`config.mk`:
```
export PLATFORM = sky130hd
export DESIGN_NAME = keypad_input
export DESIGN_NICKNAME = d
export VERILOG_FILES = /design/src/rtl/keypad_pkg.sv /design/src/rtl/keypad_input_btn_debounce.sv /design/src/rtl/keypad_input.sv
export SDC_FILE = /design/constraint.sdc
export NUM_CORES = 1
export LEC_CHECK = 0
export ABC_AREA = 1
export CAP_MARGIN = 20
export CORE_MARGIN = 10
export CORE_UTILIZATION = 40
export DETAILED_ROUTE_END_ITERATION = 10
export PLACE_DENSITY = 0.69
export SYNTH_ARGS = -nofsm -noshare
export SYNTH_HDL_FRONTEND = slang
export SYNTH_HIERARCHICAL = 1
export SYNTH_SLANG_ARGS = --single-unit
```
`constraint.sdc`:
```
create_clock -name clk_o -period 1.5 [get_ports clk_o]
set_clock_uncertainty 0.2 [all_clocks]
set_input_delay 0.45 -clock clk_o [delete_from_list [all_inputs] [get_ports clk_o]]
set_output_delay 0.45 -clock clk_o [all_outputs]
set_load 0.02 [all_outputs]
```
`src/rtl/keypad_pkg.sv`:
```
// Shared types and constants for the 4x4 hex keypad scanner and its confirm button.
package keypad_pkg;

  localparam int DEBOUNCE_CYCLES_DEF = 8;
  localparam int ROW_SETTLE_DEF      = 3;

  typedef enum logic [1:0] {
    ST_SCAN     = 2'd0,
    ST_DEBOUNCE = 2'd1,
    ST_ACCEPT   = 2'd2,
    ST_RELEASE  = 2'd3
  } key_state_t;

  localparam logic [3:0] ROW_DRIVE_0 = 4'b1110;
  localparam logic [3:0] ROW_DRIVE_1 = 4'b1101;
  localparam logic [3:0] ROW_DRIVE_2 = 4'b1011;
  localparam logic [3:0] ROW_DRIVE_3 = 4'b0111;

  function automatic logic [3:0] row_drive(input logic [1:0] r);
    case (r)
      2'd0:    return ROW_DRIVE_0;
      2'd1:    return ROW_DRIVE_1;
      2'd2:    return ROW_DRIVE_2;
      default: return ROW_DRIVE_3;
    endcase
  endfunction

  // Lowest-index active-low column wins when several read low at once.
  function automatic logic [1:0] lowest_low_col(input logic [3:0] cols_n);
    if (!cols_n[0])      return 2'd0;
    else if (!cols_n[1]) return 2'd1;
    else if (!cols_n[2]) return 2'd2;
    else                 return 2'd3;
  endfunction

endpackage

```
`src/rtl/keypad_input_btn_debounce.sv`:
```
// Push-button conditioner: 2-flop synchronizer, stable-level counter and a
// one-cycle pulse on each debounced rising edge.
module btn_debounce
  import keypad_pkg::*;
#(
  parameter int CYCLES = DEBOUNCE_CYCLES_DEF
) (
  input  logic clk_o,
  input  logic rst,
  input  logic btn,
  output logic rise
);

  localparam int CW = $clog2(CYCLES + 1);

  logic          sync_q1;
  logic          sync_q2;
  logic          level;
  logic [CW-1:0] cnt;

  // The level only flips after the synchronized input has disagreed with it
  // for CYCLES consecutive cycles; any agreement restarts the count.
  always_ff @(posedge clk_o) begin
    if (!rst) begin
      sync_q1 <= 1'b0;
      sync_q2 <= 1'b0;
      level   <= 1'b0;
      cnt     <= '0;
      rise    <= 1'b0;
    end else begin
      sync_q1 <= btn;
      sync_q2 <= sync_q1;
      rise    <= 1'b0;
      if (sync_q2 != level) begin
        if (cnt == CW'(CYCLES - 1)) begin
          level <= sync_q2;
          cnt   <= '0;
          rise  <= sync_q2;
        end else begin
          cnt <= cnt + CW'(1);
        end
      end else begin
        cnt <= '0;
      end
    end
  end

endmodule

```
`src/rtl/keypad_input.sv`:
```
// 4x4 hex keypad scanner with debounced key entry, a shifting hex entry
// register and a confirm button that commits the entry to a held value.
module keypad_input
  import keypad_pkg::*;
#(
  parameter int DEBOUNCE_CYCLES = DEBOUNCE_CYCLES_DEF,
  parameter int ROW_SETTLE      = ROW_SETTLE_DEF
) (
  input  logic        clk_o,
  input  logic        rst,
  output logic [3:0]  row_n,
  input  logic [3:0]  col_n,
  input  logic        confirm_btn,
  output logic [31:0] entry,
  output logic [31:0] value,
  output logic        value_valid,
  input  logic        value_ack,
  output logic [3:0]  key_code,
  output logic        key_stb,
  output logic [1:0]  state_dbg
);

  localparam int SW = $clog2(ROW_SETTLE + 1);
  localparam int DW = $clog2(DEBOUNCE_CYCLES + 1);

  key_state_t    state;
  key_state_t    state_nxt;
  logic [3:0]    col_sync1;
  logic [3:0]    col_sync2;
  logic [1:0]    row_idx;
  logic [1:0]    key_col;
  logic [SW-1:0] settle_cnt;
  logic [DW-1:0] stable_cnt;

  logic          any_low;
  logic [1:0]    hit_col;
  logic          sample_now;
  logic          same_key;
  logic          stable_full;

  always_ff @(posedge clk_o) begin
    if (!rst) begin
      col_sync1 <= 4'hF;
      col_sync2 <= 4'hF;
    end else begin
      col_sync1 <= col_n;
      col_sync2 <= col_sync1;
    end
  end

  always_comb begin
    any_low     = ~&col_sync2;
    hit_col     = lowest_low_col(col_sync2);
    sample_now  = (settle_cnt == SW'(ROW_SETTLE - 1));
    same_key    = any_low && (hit_col == key_col);
    stable_full = (stable_cnt == DW'(DEBOUNCE_CYCLES - 1));
  end

  always_ff @(posedge clk_o) begin
    if (!rst) begin
      state <= ST_SCAN;
    end else begin
      state <= state_nxt;
    end
  end

  always_comb begin
    state_nxt = state;
    case (state)
      ST_SCAN: begin
        if (sample_now && any_low) state_nxt = ST_DEBOUNCE;
      end
      ST_DEBOUNCE: begin
        if (!same_key)        state_nxt = ST_SCAN;
        else if (stable_full) state_nxt = ST_ACCEPT;
      end
      ST_ACCEPT: begin
        state_nxt = ST_RELEASE;
      end
      ST_RELEASE: begin
        if (!any_low && stable_full) state_nxt = ST_SCAN;
      end
      default: begin
        state_nxt = ST_SCAN;
      end
    endcase
  end

  always_comb begin
    row_n     = row_drive(row_idx);
    key_stb   = (state == ST_ACCEPT);
    state_dbg = state;
  end

  // Row index, latched column and the two counters that pace the FSM.
  // Leaving DEBOUNCE on a mismatch or leaving RELEASE moves on to the next row.
  always_ff @(posedge clk_o) begin
    if (!rst) begin
      row_idx    <= 2'd0;
      key_col    <= 2'd0;
      settle_cnt <= '0;
      stable_cnt <= '0;
      key_code   <= 4'h0;
    end else begin
      case (state)
        ST_SCAN: begin
          if (sample_now) begin
            settle_cnt <= '0;
            if (any_low) begin
              key_col    <= hit_col;
              stable_cnt <= '0;
            end else begin
              row_idx <= row_idx + 2'd1;
            end
          end else begin
            settle_cnt <= settle_cnt + SW'(1);
          end
        end
        ST_DEBOUNCE: begin
          if (!same_key) begin
            row_idx    <= row_idx + 2'd1;
            settle_cnt <= '0;
            stable_cnt <= '0;
          end else if (stable_full) begin
            key_code   <= {row_idx, key_col};
            stable_cnt <= '0;
          end else begin
            stable_cnt <= stable_cnt + DW'(1);
          end
        end
        ST_ACCEPT: begin
          stable_cnt <= '0;
        end
        ST_RELEASE: begin
          if (any_low) begin
            stable_cnt <= '0;
          end else if (stable_full) begin
            stable_cnt <= '0;
            row_idx    <= row_idx + 2'd1;
            settle_cnt <= '0;
          end else begin
            stable_cnt <= stable_cnt + DW'(1);
          end
        end
        default: begin
          stable_cnt <= '0;
        end
      endcase
    end
  end

  logic        commit_stb;
  logic        ack_take;
  logic        commit_ok;
  logic [31:0] entry_shifted;

  btn_debounce #(
    .CYCLES(DEBOUNCE_CYCLES)
  ) u_confirm (
    .clk_o (clk_o),
    .rst   (rst),
    .btn   (confirm_btn),
    .rise  (commit_stb)
  );

  // value/value_valid handshake: value_valid rises on a commit and stays high
  // until value_ack is seen high on a cycle where value_valid is high; value
  // itself is held afterwards. An ack on the commit cycle frees the slot
  // first, so the new commit lands and value_valid stays high.
  always_comb begin
    ack_take      = value_valid & value_ack;
    commit_ok     = commit_stb & (~value_valid | ack_take);
    entry_shifted = key_stb ? {entry[27:0], key_code} : entry;
  end

  always_ff @(posedge clk_o) begin
    if (!rst) begin
      entry       <= 32'h0;
      value       <= 32'h0;
      value_valid <= 1'b0;
    end else if (commit_ok) begin
      value       <= entry_shifted;
      entry       <= 32'h0;
      value_valid <= 1'b1;
    end else begin
      entry <= entry_shifted;
      if (ack_take) value_valid <= 1'b0;
    end
  end

endmodule

```
### Word-level counts from Yosys, hierarchy flattened

Cells that the tools add are included.

* output and inout bits: 76
* word-level logic and storage cells: 94
* input port bits: 8
* bits in registers: 97

* bitwise gates (word level): 7
* muxes and demuxes: 29
* equality and inequality tests: 19
* $add $sub $neg: 4
* reductions and logical operators: 19

Operators with widths (count)
* 32-bit 2-to-1 mux: 1
* 2-bit 2-to-1 mux: 15
* 4-bit 2-to-1 mux: 5
* 2-bit != test (second input constant): 8
* 4-bit case mux with 4 select lines: 1
* 2-bit case mux with 3 select lines: 2
* 4-bit case mux with 3 select lines: 1
* 3-bit AND reduction: 4
* 4-bit by 1-bit adder with 4-bit output (second input constant): 2
* 2-bit equality test (second input constant): 4
* 4-bit by 3-bit equality test with 1-bit output (second input constant): 2
* 2-bit case mux with 4 select lines: 1
* 4-bit AND reduction: 2
* 6-bit AND reduction: 1
* 2-bit by 1-bit adder with 2-bit output (second input constant): 2
* 2-bit by 1-bit equality test with 1-bit output (second input constant): 2
* 2-bit logical NOT: 2
* 1-bit NOT: 4
* 2-bit AND reduction: 2
* 1-bit logical AND: 3
* 1-bit 2-to-1 mux: 3
* 3-bit != test (second input constant): 1
* 3-bit nonzero test: 1
* 3-bit OR reduction: 1
* other kinds (7): 8

### Depth between registers and ports, before layout

* depth in word-level cells: 7
* gate-level depth with buffers: 10
* mapped depth without buffers: 10

### Hierarchy

Netlist, hierarchy kept.

Modules (own cells, without submodules)
* keypad_input: area an instance 3375.7 um2, instances 1, sequential area each 1781.7 um2, cells each 385
* btn_debounce: area an instance 294.0 um2, instances 1, sequential area each 160.2 um2, cells each 34

### Least setup slack after synthesis

Ideal clock, no wire load.

* path kind: register to output
* start: register (tool-made name)
* end: output key_stb
* path slack: -161 ps
* data required time: 850 ps
* cell stages (with the launch flop): 4
* arrival: 1011 ps
* buffers on the path: 1
* cell sequence: dfxtp_1 -> inv_2 -> nor2_4 -> buf_2

RTL lines
* to (decl): RTL line keypad_input.sv:19 `output logic key_stb,`

### Worst setup path after layout

* start: register row_idx[1]
* end: output row_n[1]

* longest elaborated chain between the ends: 2
* elaborated cells on any way between the ends: 4
* classes of those cells: eq/ne (2); mux (1); reduce/logical (1)

RTL lines
* from (decl): RTL line keypad_input.sv:30 `logic [1:0] row_idx;`
* from (signal assigned): RTL line keypad_input.sv:113 `row_idx <= row_idx + 2'd1;`
* from (signal assigned): RTL line keypad_input.sv:121 `row_idx <= row_idx + 2'd1;`
* from (signal assigned): RTL line keypad_input.sv:139 `row_idx <= row_idx + 2'd1;`
* 2-bit equality test (tied with other cells): RTL line keypad_pkg.sv:20 `case (r)`
* 4-bit case mux with 3 select lines *: RTL line keypad_pkg.sv:20
* to (decl): RTL line keypad_input.sv:11 `output logic [3:0] row_n,`

Every way passes the cells marked *; elsewhere a longest branch is shown, timed or not.

==> results.json <==
{
  "synthesis.nets": 433,
  "final_area_sq_um": 6170,
  "maxCapViolCount": 0,
  "layout-drive-gt1-share_pct": 60.6,
  "status": "finished with violations",
  "cts_buffer_depth": 2,
  "reg2reg_slack_ps": -180,
  "multi_input_area_sq_um": 1920,
  "whs_path_depth": 3,
  "routed_wirelength_mm": 12.2,
  "syn_inst": 419,
  "rr_worst_depth": 9,
  "port-buffer-count": 83,
  "synth_top_family_by_area": "simple AND/OR/NAND/NOR gates",
  "timing.slew.headroom_pct": 76.8,
  "post-place-ws_ps": -481,
  "synth-seq-area-share_pct": 52.9,
  "peakVddDrop_uv": 519,
  "combPwrFrac_pct": 7.0,
  "worstPathRequired_ps": 850,
  "end_kind": "output port",
  "first_iter_violations": 193,
  "yosysUniqueCellTypes": 30,
  "ys.warnings.count": 6,
  "grt_pass1_vias": 3327,
  "slew_violations": 0,
  "r2r_start": "stable_cnt[0]",
  "finalSetupViolCount": 89,
  "rsz0062_at_grt": "true",
  "power.net_switching_w": 0.00116,
  "grt_use_total_pct": 15.7,
  "intPower_w": 0.00374,
  "chipHeight_um": 116,
  "areaGrowthSynthToFinish_pct": 68.2,
  "tightest_slew_ps": 345,
  "start_util_pct": 41.7,
  "synthAdderAreaFrac_pct": 2.05,
  "post_dp_cell_area_sq_um": 5010,
  "nets": 585,
  "dp_cells": 647,
  "post_drt_wl_per_cell_um": 17.8,
  "clk_pin_slew_worst_paths_ps": 100,
  "drt-vias-per-instance": 5.11,
  "fin_cells": 684,
  "clkPwrFrac_pct": 39.3,
  "antenna_found_initial": 0,
  "cts_max_level": 3,
  "hold_path_class": "in -> reg",
  "fp-row-count": 34,
  "vias": 3496,
  "worstHoldStart": "rst",
  "ios": 84,
  "fillers": 577,
  "synth_compound_area_share_pct": 10.1,
  "hold_ws_ps": 207,
  "synth.avg_cell_area_sq_um": 8.76,
  "grt.overflow.total": 0,
  "insertion_delay_ps": 360,
  "antenna_left": 0,
  "start_kind": "flip-flop",
  "fp.dieW_um": 116,
  "whs_endpoint": "u_confirm/sync_q2",
  "critPathMaxFanout": 4,
  "leakage_nw": 2.55,
  "gp_congestion": 0.870,
  "grt_max_degree": 33,
  "drc_errors": 0,
  "period_share_pct": 118,
  "antennaDiodeCount": 0,
  "synth_simple_gate_area_share_pct": 22.0,
  "swShare_pct": 23.7,
  "synth-seq-cells": 97,
  "rr_endpoint": "row_idx[1]",
  "synth_mux_area_share_pct": 6.55,
  "numCtsBuffers": 9,
  "grt_pass1_wl_mm": 16.6,
  "tritoncts": "done",
  "fmax_ghz": 0.564,
  "first_pass_iters": 5,
  "synth_area_sq_um": 3670,
  "post-dp-hpwl_mm": 7.34,
  "violations": "negative setup slack",
  "hold_viol": 0,
  "power_w": 0.00490,
  "power_density_nw_per_um2": 794,
  "cts_sinks": 97,
  "setup_ws_ps": -274,
  "power_frac_seq_pct": 53.6,
  "seq_area_sq_um": 2050,
  "critPathKind": "reg -> out",
  "timing.critical_path.arrival_ps": 1120,
  "core_area_sq_um": 8810,
  "fin_crit_ps": 1770,
  "synth_xor_area_share_pct": 0.239,
  "die_area_sq_um": 13400,
  "cts-root-buf": "clkbuf_8"
}
-- layout by cell type (no fill, tap or decap), drive strengths merged, types with 6 or more instances in the layout --
cell type and count:
ha 6, buf 150, clkdlybuf4s50 6, clkbuf 13
inv 39, nand3 43, o21ai 46, dfxtp 97
nand2 64, a21oi 15, mux2i 24, nor2 50
or2 9
-- cells by family after synthesis --
| kind of cell | after synthesis |
|---|---|
| and+or+nand+nor | 171 |
| DFF | 97 |
| AOI/OAI and AO/OA | 63 |
| buffers and inverters | 57 |
| muxes | 24 |
| adders and majority gates | 6 |
| xor gates and xnor gates | 1 |
-- critical path, cell delays in order, from the launching register on --
cell	delay [ps]
dfxtp_4	400
inv_4	60
ha_4	150
inv_2	40
buf_6	110
-- through the flow --
step	util [%]	TNS, ps
after floorplan	-	-4.11
after global placement	56.9	-31820
after detailed placement	56.9	-33270
after CTS	63.2	-2470
after global routing	70.1	-11950
final	70.1	-7480
-- power groups by stage --
stage / logic (W) / clock network, W / registers [W]
5_1_grt: 0.000371 / 0.00204 / 0.00263
2_1_floorplan: 0.000159 / 0 / 0.00268
4_1_cts: 0.000317 / 0.00193 / 0.00263
3_3_place_gp: 0.000266 / 0 / 0.00268
3_5_place_dp: 0.000277 / 0 / 0.00268
6_report: 0.000345 / 0.00193 / 0.00263
-- sequential cells by signal, summed over array words and instances, names as in the netlist, 2 cells and up, named ones only --
register       cells
key_code           4
row_idx            2
entry             32
key_col            2
col_sync2          4
u_confirm/cnt      4
settle_cnt         2
stable_cnt         4
col_sync1          4
value             32
-- metal layers --
| metal | vias up | track usage [%] | wire length, um |
|---|---|---|---|
| met3 | 21 | 4.13 | 796 |
| met5 | - | 0 | 0 |
| li1 | 1674 | - | - |
| met4 | 0 | 7.59 | 279 |
| met1 | 1693 | 17.4 | 4620 |
| met2 | 108 | 27.3 | 6500 |
-- cell type report --
class | count | share of cell area [%]
clock buffer | 10 | 2.23
clock inverter | 6 | 1.46
inverter | 39 | 2.70
multi-input combinational | 265 | 31.1
sequential | 97 | 33.2
tap | 108 | 2.19
timing repair buffer | 159 | 27.2
-- how the worst max path moves through the flow --
stage	slack, ps	endpoint	startpoint	cells past startpoint
after detailed placement	-480	row_n[2]	row_idx[0]	4
after floorplan	-4	key_stb	flip-flop	3
after CTS	-280	row_n[1]	row_idx[1]	4
final	-270	row_n[1]	row_idx[1]	4
after global routing	-300	row_n[1]	row_idx[1]	4
after global placement	-420	row_n[2]	row_idx[0]	4
-- timing repair --
| item | in CTS | in global routing |
|---|---|---|
| cloned | 2 | 3 |
| pin swaps | 12 | 20 |
| hold buffers | 0 | 0 |
| gates resized for setup | 549 | 120 |
| setup endpoints to repair | 152 | 123 |
| setup buffers | 3 | 13 |
-- cells in the mapped netlist --
library cell	n	area, sq um
buf_2	3	15.0
dfxtp_1	97	1940
nor2_4	2	22.5
xnor2_1	1	8.76
nand2_2	4	25.0
ha_1	6	75.1
nand3_4	1	17.5
o21ai_2	1	8.76
buf_1	3	11.3
nor2_2	3	18.8
nand3_1	40	200
nand4_1	5	31.3
o21bai_4	1	18.8
nor2_1	45	169
inv_1	34	128
nand2_1	57	214
or2_1	1	6.26
nand3_2	2	20.0
mux2i_1	24	240
o21ai_0	22	110
a21oi_1	6	30.0
a21boi_1	1	7.51
or2_2	8	50.1
inv_2	4	15.0
clkinv_2	1	5.00
o21ai_1	23	115
buf_4	2	15.0
clkbuf_1	10	37.5
nand2_4	3	33.8
a21oi_2	9	78.8
No activity file was read; power rests on OpenSTA's default activity.
